==> src/rtl/game_ctl.sv <==
// -----------------------------------------------------------------------------
// game_ctl
//
// Game-flow controller for the VGA mouse game. It hit-tests N_BTN on-screen
// rectangles against the cursor and runs the IDLE -> WAIT -> GAME -> SCORE
// state machine. It derives second ticks from vsync and keeps a saturating
// score. Its outputs tell the drawing chain which buttons to show.
//
// Ports
//   pclk         in   1          pixel clock
//   rst          in   1          asynchronous, active-low reset
//   mouse_xpos   in   12         cursor x (pclk domain)
//   mouse_ypos   in   12         cursor y (pclk domain)
//   mouse_left   in   1          left mouse button level
//   vsync_in     in   1          frame sync; each rising edge is one frame
//   uart_start   in   1          start request level from the serial link
//   btn_hstart   in   N_BTN*11   packed x start, button i in [11i+10:11i]
//   btn_vstart   in   N_BTN*11   packed y start
//   btn_hlength  in   N_BTN*11   packed width
//   btn_vlength  in   N_BTN*11   packed height
//   state        out  2          0 IDLE, 1 WAIT, 2 GAME, 3 SCORE
//   btn_visible  out  N_BTN      visibility mask of the current state
//   btn_clicked  out  N_BTN      one-cycle one-hot click pulse
//   time_left    out  8          seconds remaining in GAME / SCORE
//   score        out  SCORE_W    current or last score
//
// Input contract: there is no handshake. uart_start is a plain level that is
// only acted on while in WAIT. A click is a 0->1 transition of mouse_left,
// taken at the cursor position of that same cycle. Every output is a flop.
// -----------------------------------------------------------------------------
module game_ctl #(
    parameter int              N_BTN          = 3,
    parameter int              PLAY_BTN       = 0,
    parameter int              STOP_BTN       = 1,
    parameter int              TARGET_BTN     = 2,
    parameter logic [N_BTN-1:0] IDLE_MASK     = N_BTN'(3'b001),
    parameter logic [N_BTN-1:0] WAIT_MASK     = N_BTN'(3'b010),
    parameter logic [N_BTN-1:0] GAME_MASK     = N_BTN'(3'b110),
    parameter logic [N_BTN-1:0] SCORE_MASK    = N_BTN'(3'b001),
    parameter int              FRAMES_PER_SEC = 60,
    parameter int              GAME_SEC       = 30,
    parameter int              SCORE_HOLD_SEC = 5,
    parameter int              SCORE_W        = 8
) (
    input  logic                 pclk,
    input  logic                 rst,
    input  logic [11:0]          mouse_xpos,
    input  logic [11:0]          mouse_ypos,
    input  logic                 mouse_left,
    input  logic                 vsync_in,
    input  logic                 uart_start,
    input  logic [N_BTN*11-1:0]  btn_hstart,
    input  logic [N_BTN*11-1:0]  btn_vstart,
    input  logic [N_BTN*11-1:0]  btn_hlength,
    input  logic [N_BTN*11-1:0]  btn_vlength,
    output logic [1:0]           state,
    output logic [N_BTN-1:0]     btn_visible,
    output logic [N_BTN-1:0]     btn_clicked,
    output logic [7:0]           time_left,
    output logic [SCORE_W-1:0]   score
);

    typedef enum logic [1:0] {
        S_IDLE  = 2'd0,
        S_WAIT  = 2'd1,
        S_GAME  = 2'd2,
        S_SCORE = 2'd3
    } state_t;

    // A counter for FRAMES_PER_SEC == 1 still needs one bit.
    localparam int FC_W = (FRAMES_PER_SEC > 1) ? $clog2(FRAMES_PER_SEC) : 1;

    state_t               state_q, state_d;
    logic                 left_q;
    logic                 vsync_q;
    logic                 frame_tick;
    logic [FC_W-1:0]      frame_cnt;
    logic                 sec_tick;
    logic [N_BTN-1:0]     hit;
    logic [N_BTN-1:0]     qual;
    logic [N_BTN-1:0]     pick;
    logic [N_BTN-1:0]     click_q;
    logic [N_BTN-1:0]     vis_q, vis_d;
    logic [7:0]           time_q, time_d;
    logic [SCORE_W-1:0]   score_q, score_d;

    // ---------------------------------------------------------------------
    // Hit test. All operands are widened to 13 bits so start+length cannot
    // wrap. A zero length gives an empty span.
    // ---------------------------------------------------------------------
    function automatic logic in_span(input logic [12:0] pos,
                                     input logic [12:0] start,
                                     input logic [12:0] len);
        return (len != 13'd0) && (pos >= start) && (pos < start + len);
    endfunction

    for (genvar i = 0; i < N_BTN; i++) begin : g_hit
        assign hit[i] =
            in_span({1'b0, mouse_xpos}, {2'b00, btn_hstart[11*i +: 11]},
                    {2'b00, btn_hlength[11*i +: 11]}) &&
            in_span({1'b0, mouse_ypos}, {2'b00, btn_vstart[11*i +: 11]},
                    {2'b00, btn_vlength[11*i +: 11]});
    end

    // Only visible buttons qualify. x & (~x + 1) keeps the lowest set bit,
    // so overlapping buttons resolve to the lowest index.
    assign qual = hit & vis_q;
    assign pick = qual & (~qual + N_BTN'(1));

    always_ff @(posedge pclk or negedge rst) begin
        if (!rst) begin
            left_q  <= 1'b0;
            click_q <= '0;
        end else begin
            left_q  <= mouse_left;
            click_q <= (mouse_left && !left_q) ? pick : '0;
        end
    end

    // ---------------------------------------------------------------------
    // Frame and second ticks. frame_cnt restarts on every state change, so
    // each state gets whole seconds measured from its own entry.
    // ---------------------------------------------------------------------
    assign sec_tick = frame_tick && (frame_cnt == FC_W'(FRAMES_PER_SEC - 1));

    always_ff @(posedge pclk or negedge rst) begin
        if (!rst) begin
            vsync_q    <= 1'b0;
            frame_tick <= 1'b0;
            frame_cnt  <= '0;
        end else begin
            vsync_q    <= vsync_in;
            frame_tick <= vsync_in && !vsync_q;
            if (state_d != state_q) begin
                frame_cnt <= '0;
            end else if (frame_tick) begin
                frame_cnt <= sec_tick ? '0 : frame_cnt + FC_W'(1);
            end
        end
    end

    // ---------------------------------------------------------------------
    // State machine, timer and score.
    // ---------------------------------------------------------------------
    function automatic logic [N_BTN-1:0] mask_of(input state_t s);
        case (s)
            S_IDLE:  return IDLE_MASK;
            S_WAIT:  return WAIT_MASK;
            S_GAME:  return GAME_MASK;
            default: return SCORE_MASK;
        endcase
    endfunction

    always_ff @(posedge pclk or negedge rst) begin
        if (!rst) begin
            state_q <= S_IDLE;
            time_q  <= 8'd0;
            score_q <= '0;
            vis_q   <= '0;
        end else begin
            state_q <= state_d;
            time_q  <= time_d;
            score_q <= score_d;
            vis_q   <= vis_d;
        end
    end

    always_comb begin
        state_d = state_q;
        time_d  = time_q;
        score_d = score_q;
        case (state_q)
            S_IDLE: begin
                time_d = 8'd0;
                if (click_q[PLAY_BTN]) state_d = S_WAIT;
            end
            S_WAIT: begin
                time_d = 8'd0;
                // STOP wins over a start request arriving in the same cycle.
                if (click_q[STOP_BTN]) begin
                    state_d = S_IDLE;
                end else if (uart_start) begin
                    state_d = S_GAME;
                    time_d  = 8'(GAME_SEC);
                    score_d = '0;
                end
            end
            S_GAME: begin
                // STOP wins over timer expiry in the same cycle.
                if (click_q[STOP_BTN]) begin
                    state_d = S_IDLE;
                    time_d  = 8'd0;
                end else if (sec_tick) begin
                    if (time_q <= 8'd1) begin
                        state_d = S_SCORE;
                        time_d  = 8'(SCORE_HOLD_SEC);
                    end else begin
                        time_d = time_q - 8'd1;
                    end
                end
                if (click_q[TARGET_BTN] && !click_q[STOP_BTN] &&
                    (score_q != {SCORE_W{1'b1}})) begin
                    score_d = score_q + SCORE_W'(1);
                end
            end
            S_SCORE: begin
                if (click_q[PLAY_BTN]) begin
                    state_d = S_IDLE;
                    time_d  = 8'd0;
                end else if (sec_tick) begin
                    if (time_q <= 8'd1) begin
                        state_d = S_IDLE;
                        time_d  = 8'd0;
                    end else begin
                        time_d = time_q - 8'd1;
                    end
                end
            end
            default: begin
                state_d = S_IDLE;
                time_d  = 8'd0;
            end
        endcase
        // Registered with the state so the mask changes in the same cycle.
        vis_d = mask_of(state_d);
    end

    assign state       = state_q;
    assign btn_visible = vis_q;
    assign btn_clicked = click_q;
    assign time_left   = time_q;
    assign score       = score_q;

endmodule

==> config.mk <==
export PLATFORM = sky130hd
export DESIGN_NAME = game_ctl
export DESIGN_NICKNAME = d
export VERILOG_FILES = /design/src/rtl/game_ctl.sv
export SDC_FILE = /design/constraint.sdc
export NUM_CORES = 1
export LEC_CHECK = 0
export BUFFER_PORTS_ARGS = -buffer_cell sky130_fd_sc_hd__buf_2
export CAP_MARGIN = 15
export CELL_PAD_IN_SITES_DETAIL_PLACEMENT = 0
export CELL_PAD_IN_SITES_GLOBAL_PLACEMENT = 1
export CORE_ASPECT_RATIO = 1.5
export CORE_MARGIN = 1.5
export CORE_UTILIZATION = 44
export DETAILED_ROUTE_END_ITERATION = 8
export HOLD_SLACK_MARGIN = 0.08
export PLACE_DENSITY = 0.9
export SYNTH_ARGS = -nofsm -noshare
export SYNTH_HDL_FRONTEND = slang
export SYNTH_SLANG_ARGS = --single-unit
==> constraint.sdc <==
create_clock -name pclk -period 6.8 [get_ports pclk]
set_clock_uncertainty 0.05 [all_clocks]
set_input_delay 1.36 -clock pclk [delete_from_list [all_inputs] [get_ports pclk]]
set_output_delay 1.36 -clock pclk [all_outputs]
set_load 0.05 [all_outputs]
==> results.py <==
metrics = {
    "route": {
        "drc_errors": 0,
        "drt_iter0_drc": 227,
        "drtAntennaViolNets": 0,
        "wl_um": 19500,
        "vias": 7223,
        "routedWlPerCell_um": 15.0,
        "via_per_inst": 5.55,
        "drtPass1Iterations": 5,
    },
    "power": {
        "p_per_area_mw_per_mm2": 179,
        "total_power_mw": 1.55,
        "vdd_drop_max_v": 0.000124,
        "p_leak_nw": 4.58,
    },
    "setup_path": {
        "cpPeakStageDelay_ns": 0.52,
        "crit_chain": "buf_2 -> ha_1 -> fa_1 -> a21o_1 -> a21oi_1 -> o21ai_0 -> or4_1 -> a2111oi_0 -> nor3_1 -> ha_1 -> nor2b_1 -> o21ai_0 -> nand4b_1 -> or4_1 -> and4b_1",
        "worst_path_max_delay_cell": "or4_1",
        "critPathArrivalTime_ns": 5.02,
        "path_depth": 15,
        "worst-path-buf-inv": 1,
        "path_class": "input port to register",
        "end_kind": "register",
        "crit_family": "simple AND/OR/NAND/NOR gates",
        "cp-start-kind": "input port",
        "reg2regPathDepth": 10,
        "cp_data_required_time_ns": 6.91,
        "critPathMaxFanout": 3,
    },
    "placement": {
        "port_buffers": 184,
        "dp_hpwl_um": 17200,
        "place.gp.congestion": 0.874,
        "dp.cells": 1292,
    },
    "synth": {
        "synth_seq_area_share_pct": 11.2,
        "netlist_instances": 904,
        "synth.top_cell.area_share_pct": 34.6,
        "syn_area_per_cell_um2": 8.12,
        "synth_seq_cells": 33,
        "synth_top_area_cell": "ha_1",
        "synth_cell_type_count": 57,
        "ys_top_cells_by_area": "ha_1, dfrtp_1, inv_1, a21oi_1, xor2_1",
        "syn_area_mm2": 0.00734,
        "ys_warn_count": 0,
        "syn-num-nets": 1274,
        "async_reset_ff_share_pct": 100,
        "synth-edff-count": 0,
        "ys.flop_type": "dfrtp_1",
    },
    "cts": {
        "clkTransAtPathRegs_ns": 0.05,
        "worstSkewPairLatency_ns": 0.28,
        "root_buffer": "clkbuf_16",
        "numCtsBuffers": 5,
        "hold_buffers": 0,
        "cts.repair.resized": 0,
        "cts_max_level": 2,
        "post_cts_buffers": 0,
        "cts_sinks": 33,
        "cts_tree": "done",
        "clock_path_buffers": 2,
    },
    "sta": {
        "tightest_slew_ns": 0.739,
        "rsz0062_at_grt": "no",
        "slew_viol_final": 0,
        "tns_ns": 0,
        "hold_viol": 0,
        "finalCritPeriodShare_pct": 72.2,
        "whs_ns": 0.342,
        "period_needed_ns": 4.91,
        "slew_headroom_pct": 50.7,
        "setup_violations": 0,
        "timing.fmax_mhz": 204,
    },
    "floorplanning": {
        "die_w_um": 108,
        "die-area_mm2": 0.0175,
        "core_area_mm2": 0.0163,
        "start_util_pct": 45.2,
        "row_count": 57,
        "io_pins": 185,
        "die_h_um": 161,
    },
    "hold_path": {
        "hp-class": "register to register",
        "holdPathStages": 1,
    },
    "layout": {
        "fin_cells": 1301,
        "drive_gt1_share_pct": 19.1,
        "area_delta_synth_final_pct": 17.8,
        "final_common_cell": "ha_1",
        "fin_nets": 1463,
        "final_cell_mix": "ha_1, buf_2, inv_1, nor2_1",
        "fin_util_pct": 53.2,
    },
    "global_routing": {
        "grt_max_degree": 34,
        "overflow": 0,
        "grt_first_pass_wirelength_um": 32300,
        "top_usage_layer": "met2",
        "antenna_found_initial": 0,
        "grt_pass1_vias": 7061,
        "grt_util_met2_pct": 42.1,
        "met3_usage_pct": 2.82,
        "grt_util_met1_pct": 27.0,
        "grt_util_all_layers_pct": 22.6,
    },
    "job": {
        "max_cap_viol_count": 0,
    },
    "run_status": {
        "status": "finished clean",
    },
}
-- per-stage QoR --
stage	setup slack (ns)	cell area [µm²]
CTS	1.90	8650
detailed placement	1.63	8510
global route	1.60	8650
global placement	1.70	8510
floorplan	2.03	7340
finish	1.89	8650
-- area by class of cell --
| class | instances | area [µm²] |
|---|---|---|
| Antenna cell | 1 | 2.50 |
| Clock buffer | 5 | 125 |
| Clock inverter | 3 | 17.5 |
| Fill cell | 1645 | 7610 |
| Inverter | 90 | 338 |
| Multi-Input combinational cell | 779 | 6160 |
| Sequential cell | 33 | 826 |
| Tap cell | 206 | 258 |
| Timing Repair Buffer | 184 | 921 |
-- routing by layer --
layer  part of all wire (%)  wire length (µm)  vias up
met5                      0                 0        -
met3                    4.8               942       25
met1                     43              8490     3283
met4                    1.6               318        0
li1                       -                 -     3745
met2                     50              9780      170
-- synth_stat cells, drive strengths merged (2+ instances only) --
master / instances
ha: 203
inv: 90
nor2: 65
a21oi: 57
nand2: 56
o21ai: 56
a21o: 37
dfrtp: 33
xor2: 32
nor3: 30
xnor2: 29
nand3: 21
nor4: 21
a211oi: 18
nand4: 16
o211ai: 13
nor2b: 12
a31oi: 10
and3: 9
nand3b: 9
fa: 6
nand2b: 6
nor3b: 6
o2111a: 5
or3: 5
or4: 5
a2111oi: 4
a311o: 4
a31o: 4
and2: 4
and4: 4
o22ai: 4
or2: 4
a2111o: 3
and4b: 3
o21a: 3
o311ai: 3
clkbuf: 2
mux2i: 2
nor4b: 2
o31a: 2
-- state kept, by name, indices dropped and copies added, names as in the netlist, 2 cells and up --
| register | flops |
|---|---|
| state | 2 |
| frame_cnt | 6 |
| score | 8 |
| btn_clicked | 3 |
| time_left | 8 |
| btn_visible | 3 |
-- final timing paths --
| check | from | endpoint | slack (ns) |
|---|---|---|---|
| max in group asynchronous | rst | btn_clicked[1]$_DFF_PN0_ | 5.13 |
| worst max-delay path | btn_vstart[0] | btn_clicked[1]$_DFF_PN0_ | 1.89 |
| worst min-delay path | vsync_q$_DFF_PN0_ | frame_tick$_DFF_PN0_ | 0.34 |
| worst max register to register | time_left[0]$_DFFE_PN0P_ | btn_visible[1]$_DFF_PN0_ | 4.31 |
| min in group asynchronous | rst | time_left[1]$_DFFE_PN0P_ | 1.09 |
| worst min register to register | vsync_q$_DFF_PN0_ | frame_tick$_DFF_PN0_ | 0.34 |
-- where the power goes --
group	internal, mW	total (mW)	leakage (nW)	switching [mW]
clock network	0.134	0.219	0.0696	0.0850
registers	0.250	0.321	0.439	0.0703
logic	0.395	1.01	4.07	0.617
-- cell families after synthesis --
| group | count (synthesis) | synth area share, % |
|---|---|---|
| buf+inv | 92 | 4.84 |
| mux | 2 | 0.273 |
| flops | 33 | 11.2 |
| simple gates | 279 | 19.9 |
| fa+ha+maj | 209 | 36.2 |
| compound gates | 228 | 20.2 |
| xor+xnor | 61 | 7.27 |
No activity file was read; power rests on OpenSTA's default activity.
